## config.mk

```make
export PLATFORM = sky130hd
export DESIGN_NAME = fetch_unit
export DESIGN_NICKNAME = d
export VERILOG_FILES = /design/src/rtl/fetch_pkg.sv /design/src/rtl/fetch_fifo.sv /design/src/rtl/fetch_unit.sv
export SDC_FILE = /design/constraint.sdc
export NUM_CORES = 1
export LEC_CHECK = 0
export BUFFER_PORTS_ARGS = -buffer_cell sky130_fd_sc_hd__buf_2
export CAP_MARGIN = 20
export CORE_UTILIZATION = 59
export DETAILED_ROUTE_END_ITERATION = 8
export HOLD_SLACK_MARGIN = 0.06
export PLACE_DENSITY = 0.8
export SLEW_MARGIN = 15
export SYNTH_ARGS = -nofsm -noshare
export SYNTH_HDL_FRONTEND = slang
export SYNTH_HIERARCHICAL = 1
export SYNTH_SLANG_ARGS = --single-unit
```

## constraint.sdc

```tcl
create_clock -name clk -period 2.8 [get_ports clk]
set_input_delay 0.84 -clock clk [delete_from_list [all_inputs] [get_ports clk]]
set_output_delay 0.84 -clock clk [all_outputs]
set_load 0.02 [all_outputs]
```

## src/rtl/fetch_pkg.sv

```systemverilog
// Shared types for the instruction fetch front-end: FSM state, FIFO entry,
// PC step and the redirect alignment helper.
package fetch_pkg;

  typedef enum logic [1:0] {
    IDLE    = 2'd0,
    REQ     = 2'd1,
    STALL   = 2'd2,
    DISCARD = 2'd3
  } fetch_state_t;

  typedef struct packed {
    logic [63:0] pc;
    logic [31:0] instr;
  } fetch_entry_t;

  localparam logic [63:0] PC_INC = 64'd4;

  function automatic logic [63:0] align_pc(input logic [63:0] pc);
    return {pc[63:2], 2'b00};
  endfunction

endpackage

```

## src/rtl/fetch_fifo.sv

```systemverilog
// Shift-register FIFO of fetched {pc, instr} pairs; entry 0 is always the head,
// so the head presented downstream comes straight out of a register.
module fetch_fifo
  import fetch_pkg::*;
#(
  parameter int DEPTH = 4,
  localparam int CW = $clog2(DEPTH + 1),
  localparam int AW = (DEPTH > 1) ? $clog2(DEPTH) : 1
) (
  input  logic          clk,
  input  logic          rst,
  input  logic          i_flush,
  input  logic          i_push,
  input  fetch_entry_t  i_data,
  input  logic          i_pop,
  output logic [CW-1:0] o_count,
  output logic          o_valid,
  output fetch_entry_t  o_head
);

  fetch_entry_t  r_mem [DEPTH];
  logic [CW-1:0] r_count;
  logic          w_pop;
  logic [CW-1:0] w_wr_pos;
  logic [AW-1:0] w_wr_idx;

  assign w_pop    = i_pop && (r_count != '0);
  assign w_wr_pos = r_count - CW'(w_pop);
  assign w_wr_idx = w_wr_pos[AW-1:0];

  // The push lands one slot lower when the same edge shifts the queue down.
  always_ff @(posedge clk or negedge rst) begin
    if (!rst) begin
      r_count <= '0;
      for (int i = 0; i < DEPTH; i++) r_mem[i] <= '0;
    end else if (i_flush) begin
      r_count <= '0;
    end else begin
      if (w_pop) begin
        for (int i = 0; i < DEPTH - 1; i++) r_mem[i] <= r_mem[i+1];
      end
      if (i_push) r_mem[w_wr_idx] <= i_data;
      r_count <= r_count + CW'(i_push) - CW'(w_pop);
    end
  end

  assign o_count = r_count;
  assign o_valid = (r_count != '0);
  assign o_head  = r_mem[0];

  a_no_overflow: assert property (@(posedge clk) disable iff (!rst)
    !(i_push && !i_flush && (r_count == CW'(DEPTH))));

endmodule

```

## src/rtl/fetch_unit.sv

```systemverilog
// Sequential instruction fetcher: one outstanding imem request at a time,
// responses buffered in fetch_fifo, flush and refetch on branch redirect.
//
// state   | meaning
// IDLE    | first cycle after reset release
// REQ     | request outstanding at r_fetch_pc
// STALL   | FIFO full, no request
// DISCARD | stale request outstanding; its data is dropped, then refetch r_pend_pc
module fetch_unit
  import fetch_pkg::*;
#(
  parameter int          DEPTH    = 4,
  parameter logic [63:0] RESET_PC = 64'h0
) (
  input  logic        clk,
  input  logic        rst,
  input  logic        redirect_valid,
  input  logic [63:0] redirect_pc,
  output logic        imem_req,
  output logic [63:0] imem_addr,
  input  logic        imem_ack,
  input  logic [31:0] imem_rdata,
  output logic        out_valid,
  output logic [63:0] out_pc,
  output logic [31:0] out_instr,
  input  logic        out_ready
);

  localparam int            CW   = $clog2(DEPTH + 1);
  localparam logic [CW-1:0] FULL = CW'(DEPTH);

  fetch_state_t  r_state, w_state_nxt;
  logic [63:0]   r_fetch_pc, r_pend_pc, w_target;
  logic [CW-1:0] w_count, w_count_nxt;
  logic          w_push, w_pop, w_fifo_valid, w_acked;
  fetch_entry_t  w_push_data, w_head;

  assign w_target    = align_pc(redirect_pc);
  assign w_acked     = imem_req && imem_ack;
  // A redirect flushes the FIFO, so it also suppresses this cycle's push and pop.
  assign w_push      = (r_state == REQ) && imem_ack && !redirect_valid;
  assign w_pop       = out_ready && !redirect_valid;
  assign w_count_nxt = w_count + CW'(w_push) - CW'(w_pop && w_fifo_valid);
  assign w_push_data = '{pc: r_fetch_pc, instr: imem_rdata};

  fetch_fifo #(.DEPTH(DEPTH)) u_fifo (
    .clk     (clk),
    .rst     (rst),
    .i_flush (redirect_valid),
    .i_push  (w_push),
    .i_data  (w_push_data),
    .i_pop   (w_pop),
    .o_count (w_count),
    .o_valid (w_fifo_valid),
    .o_head  (w_head)
  );

  always_ff @(posedge clk or negedge rst) begin
    if (!rst) r_state <= IDLE;
    else      r_state <= w_state_nxt;
  end

  always_comb begin
    w_state_nxt = r_state;
    case (r_state)
      IDLE:    w_state_nxt = REQ;
      REQ: begin
        if (redirect_valid)  w_state_nxt = imem_ack ? REQ : DISCARD;
        else if (imem_ack)   w_state_nxt = (w_count_nxt < FULL) ? REQ : STALL;
      end
      STALL: begin
        if (redirect_valid || (w_count < FULL)) w_state_nxt = REQ;
      end
      DISCARD: begin
        if (imem_ack) w_state_nxt = REQ;
      end
      default: w_state_nxt = IDLE;
    endcase
  end

  always_comb begin
    imem_req = (r_state == REQ) || (r_state == DISCARD);
  end

  // While a stale request is in flight the address must not move, so the
  // redirect target waits in r_pend_pc until that request is acknowledged.
  always_ff @(posedge clk or negedge rst) begin
    if (!rst) begin
      r_fetch_pc <= RESET_PC;
      r_pend_pc  <= RESET_PC;
    end else if (redirect_valid) begin
      if (imem_req && !imem_ack) r_pend_pc  <= w_target;
      else                       r_fetch_pc <= w_target;
    end else if (w_acked) begin
      r_fetch_pc <= (r_state == DISCARD) ? r_pend_pc : r_fetch_pc + PC_INC;
    end
  end

  assign imem_addr = r_fetch_pc;
  assign out_valid = w_fifo_valid;
  assign out_pc    = w_head.pc;
  assign out_instr = w_head.instr;

endmodule

```

==> results.json <==
{
  "synth_compound_area_share_pct": 17.9,
  "synth-simple-area-share_pct": 14.7,
  "synth-main-ff-cell": "dfrtp_1",
  "max_freq_mhz": 374,
  "gp_routability_congestion": 0.879,
  "power_density_mw_per_mm2": 980,
  "via_per_inst": 6.74,
  "synth_top_family_by_area": "compound AO/OA/AOI/OAI gates",
  "internal_power_w": 0.0179,
  "overflow": 0,
  "ir_worst_vdd_v": 0.000526,
  "cts_tree": "done",
  "synthMuxAreaShare_pct": 7.58,
  "final_area_mm2": 0.0283,
  "switching_share_pct": 35.5,
  "fin_nets": 2431,
  "synth_enable_flop_cells": 0,
  "maxSlewHeadroom_pct": 45.9,
  "postCtsSetupBuffers": 0,
  "synthArstFlopShare_pct": 100,
  "cts_buffers": 52,
  "core_area_mm2": 0.0409,
  "slowest_stage": "nor4_4",
  "synth-seq-area-share_pct": 52.3,
  "track_usage_pct": 33.2,
  "detail-route-antenna-nets": 0,
  "syn_area_mm2": 0.0245,
  "antenna_found_initial": 10,
  "layout_common_cells": "513 x dfrtp_1, 294 x a221o_1, 256 x buf_2",
  "hold_class": "primary input to async pin",
  "start_util_pct": 60.0,
  "outcome": "completed",
  "clock-sinks": 513,
  "synth.distinct_cells": 81,
  "yosys.area_share.adder_pct": 0.336,
  "clock_skew_ns": 0.0278,
  "grt_pass1_wl_mm": 110,
  "p_leak_nw": 14.0,
  "report.final.slew_viol_count": 0,
  "row_count": 74,
  "start_kind": "flip-flop",
  "port_buffers": 258,
  "final_common_cell": "dfrtp_1",
  "stdcell_count": 2902,
  "syn_inst": 2167,
  "crit_path_cell_trace": "ha_1, nand3_4, nor4_4, and2_1, nand3_2, or4_1, nand3_1",
  "maxCapViolations": 0,
  "cp.required_ns": 3.34,
  "drc": 0,
  "crit_type": "flip-flop to flip-flop",
  "whs_ns": 0.192,
  "ys_warn_count": 6,
  "cp.arrival_ns": 3.22,
  "synth-seq-cells": 513,
  "cts_root_buffer": "clkbuf_16",
  "seqPwrFrac_pct": 40.8,
  "clk_latency_ns": 0.61,
  "die_h_um": 206,
  "hold_violations": 0,
  "cts.htree.levels": 2,
  "yosys.area_share.xor_xnor_pct": 0.606,
  "rsz0062_at_grt": "false",
  "grt_pass1_vias": 19300,
  "drt_iter0_drc": 2271,
  "layout_min_cycle_time_ns": 2.68,
  "period_share_pct": 95.6,
  "tightestPinTransition_ns": 0.811,
  "die_width_um": 206,
  "ioPinCount": 263,
  "slowest_delay_ns": 0.66,
  "clkSlewWorstSetupHoldPaths_ns": 0.06,
  "dpl_cell_area_mm2": 0.0264,
  "grt_max_degree": 101,
  "setup_viol": 0,
  "drive_gt1_share_pct": 28.4,
  "cp_max_fo": 8,
  "p_comb_share_pct": 32.7,
  "vias": 19600,
  "area_delta_synth_final_pct": 15.1,
  "clock_path_buffers": 3,
  "syn_avg_cell_area_um2": 11.3,
  "hpwl_mm": 42.8,
  "drtPass1Iterations": 6,
  "p_clk_share_pct": 26.4,
  "wire_per_inst_um": 24.0,
  "end_kind": "flip-flop",
  "finalSetupTns_ns": 0,
  "fp.dieArea_mm2": 0.0424,
  "wl_mm": 69.8,
  "design_power_total_w": 0.0277,
  "cts_hold_buf": 0,
  "switchingPower_w": 0.00984,
  "placed_cells": 2802,
  "ctsResizeCount": 0
}
[power by group through the flow]
| stage | logic, W | registers, W | clock network [W] |
|---|---|---|---|
| detailed placement | 0.00892 | 0.0113 | 0 |
| global route | 0.00973 | 0.0115 | 0.00773 |
| global placement | 0.00866 | 0.0112 | 0 |
| finish | 0.00907 | 0.0113 | 0.00732 |
| floorplan | 0.00581 | 0.0116 | 0 |
| CTS | 0.00903 | 0.0112 | 0.00742 |
[final timing paths]
check	startpoint	endpoint	slack (ns)	depth (start not counted)
worst max-delay path	imem_addr[2]	imem_addr[40]	0.12	7
min in group clk	redirect_pc[61]	r_pend_pc[61]	0.48	2
worst min register to register	u_fifo/r_mem[57]	u_fifo/r_mem[57]	0.50	1
worst min-delay path	rst	u_fifo/o_head[12]	0.19	1
max in group asynchronous	rst	imem_addr[41]	1.78	2
worst max register to register	imem_addr[2]	imem_addr[40]	0.12	7
[state kept, by name, indices dropped and copies added (netlist names)]
name / count
imem_addr: 62
r_pend_pc: 62
r_state: 2
u_fifo/o_count: 3
u_fifo/o_head: 96
u_fifo/r_mem: 288
[metal layers]
| metal | global-route usage, % | part of all wire (%) |
|---|---|---|
| met5 | 0 | 0.034 |
| met4 | 10.0 | 2.4 |
| met3 | 7.06 | 9.2 |
| met2 | 51.5 | 47 |
| met1 | 46.9 | 42 |
[layout make-up]
class	instances	area, um2
flip-flops and latches	513	12800
fillers	2924	12700
multi-input cells	1355	10300
repair buffers	378	2590
clock buffers	76	1570
well taps	532	666
clock inverters	17	234
inverters	24	90.1
diodes	7	17.5
[synthesized netlist by cell type (9+ instances only)]
| cell | number | area, um2 |
|---|---|---|
| dfrtp_1 | 513 | 12800 |
| a221o_1 | 294 | 2940 |
| and3_1 | 219 | 1370 |
| mux2_2 | 160 | 1800 |
| clkbuf_1 | 143 | 537 |
| buf_4 | 105 | 788 |
| and2_1 | 103 | 644 |
| nand2_1 | 98 | 368 |
| o21ai_0 | 92 | 460 |
| a21oi_1 | 86 | 430 |
| nor2_1 | 70 | 263 |
| nand3_1 | 34 | 170 |
| buf_2 | 23 | 115 |
| inv_1 | 23 | 86.3 |
| nor3_1 | 14 | 70.1 |
| a31oi_1 | 11 | 68.8 |
| nand2b_1 | 10 | 62.6 |
| nand4_1 | 10 | 62.6 |
| xor2_1 | 9 | 78.8 |
[logic make-up after synthesis]
kind of cell             Yosys count
adder cells (fa/ha/maj)            6
AND/OR/NAND/NOR                  615
other                              1
XOR/XNOR                          17
AO/OA/AOI/OAI                    541
multiplexers                     166
buffers and inverters            308
flip-flops                       513
[through the flow]
stage | utilization [%] | setup WS (ns)
final | 69.1 | 0.124
after global routing | 69.1 | 0.0396
after detailed placement | 64.6 | -0.111
after CTS | 69.0 | 0.207
after floorplan | - | -0.178
after global placement | 64.6 | -0.0614
[critical path, delay by kind of cell (launching register included)]
kind / cells / cell delay, ns
and+or+nand+nor: 6 / 1.96
DFF: 1 / 0.36
adders and majority gates: 1 / 0.30
Note: power is estimated with default switching activity, not from simulation.
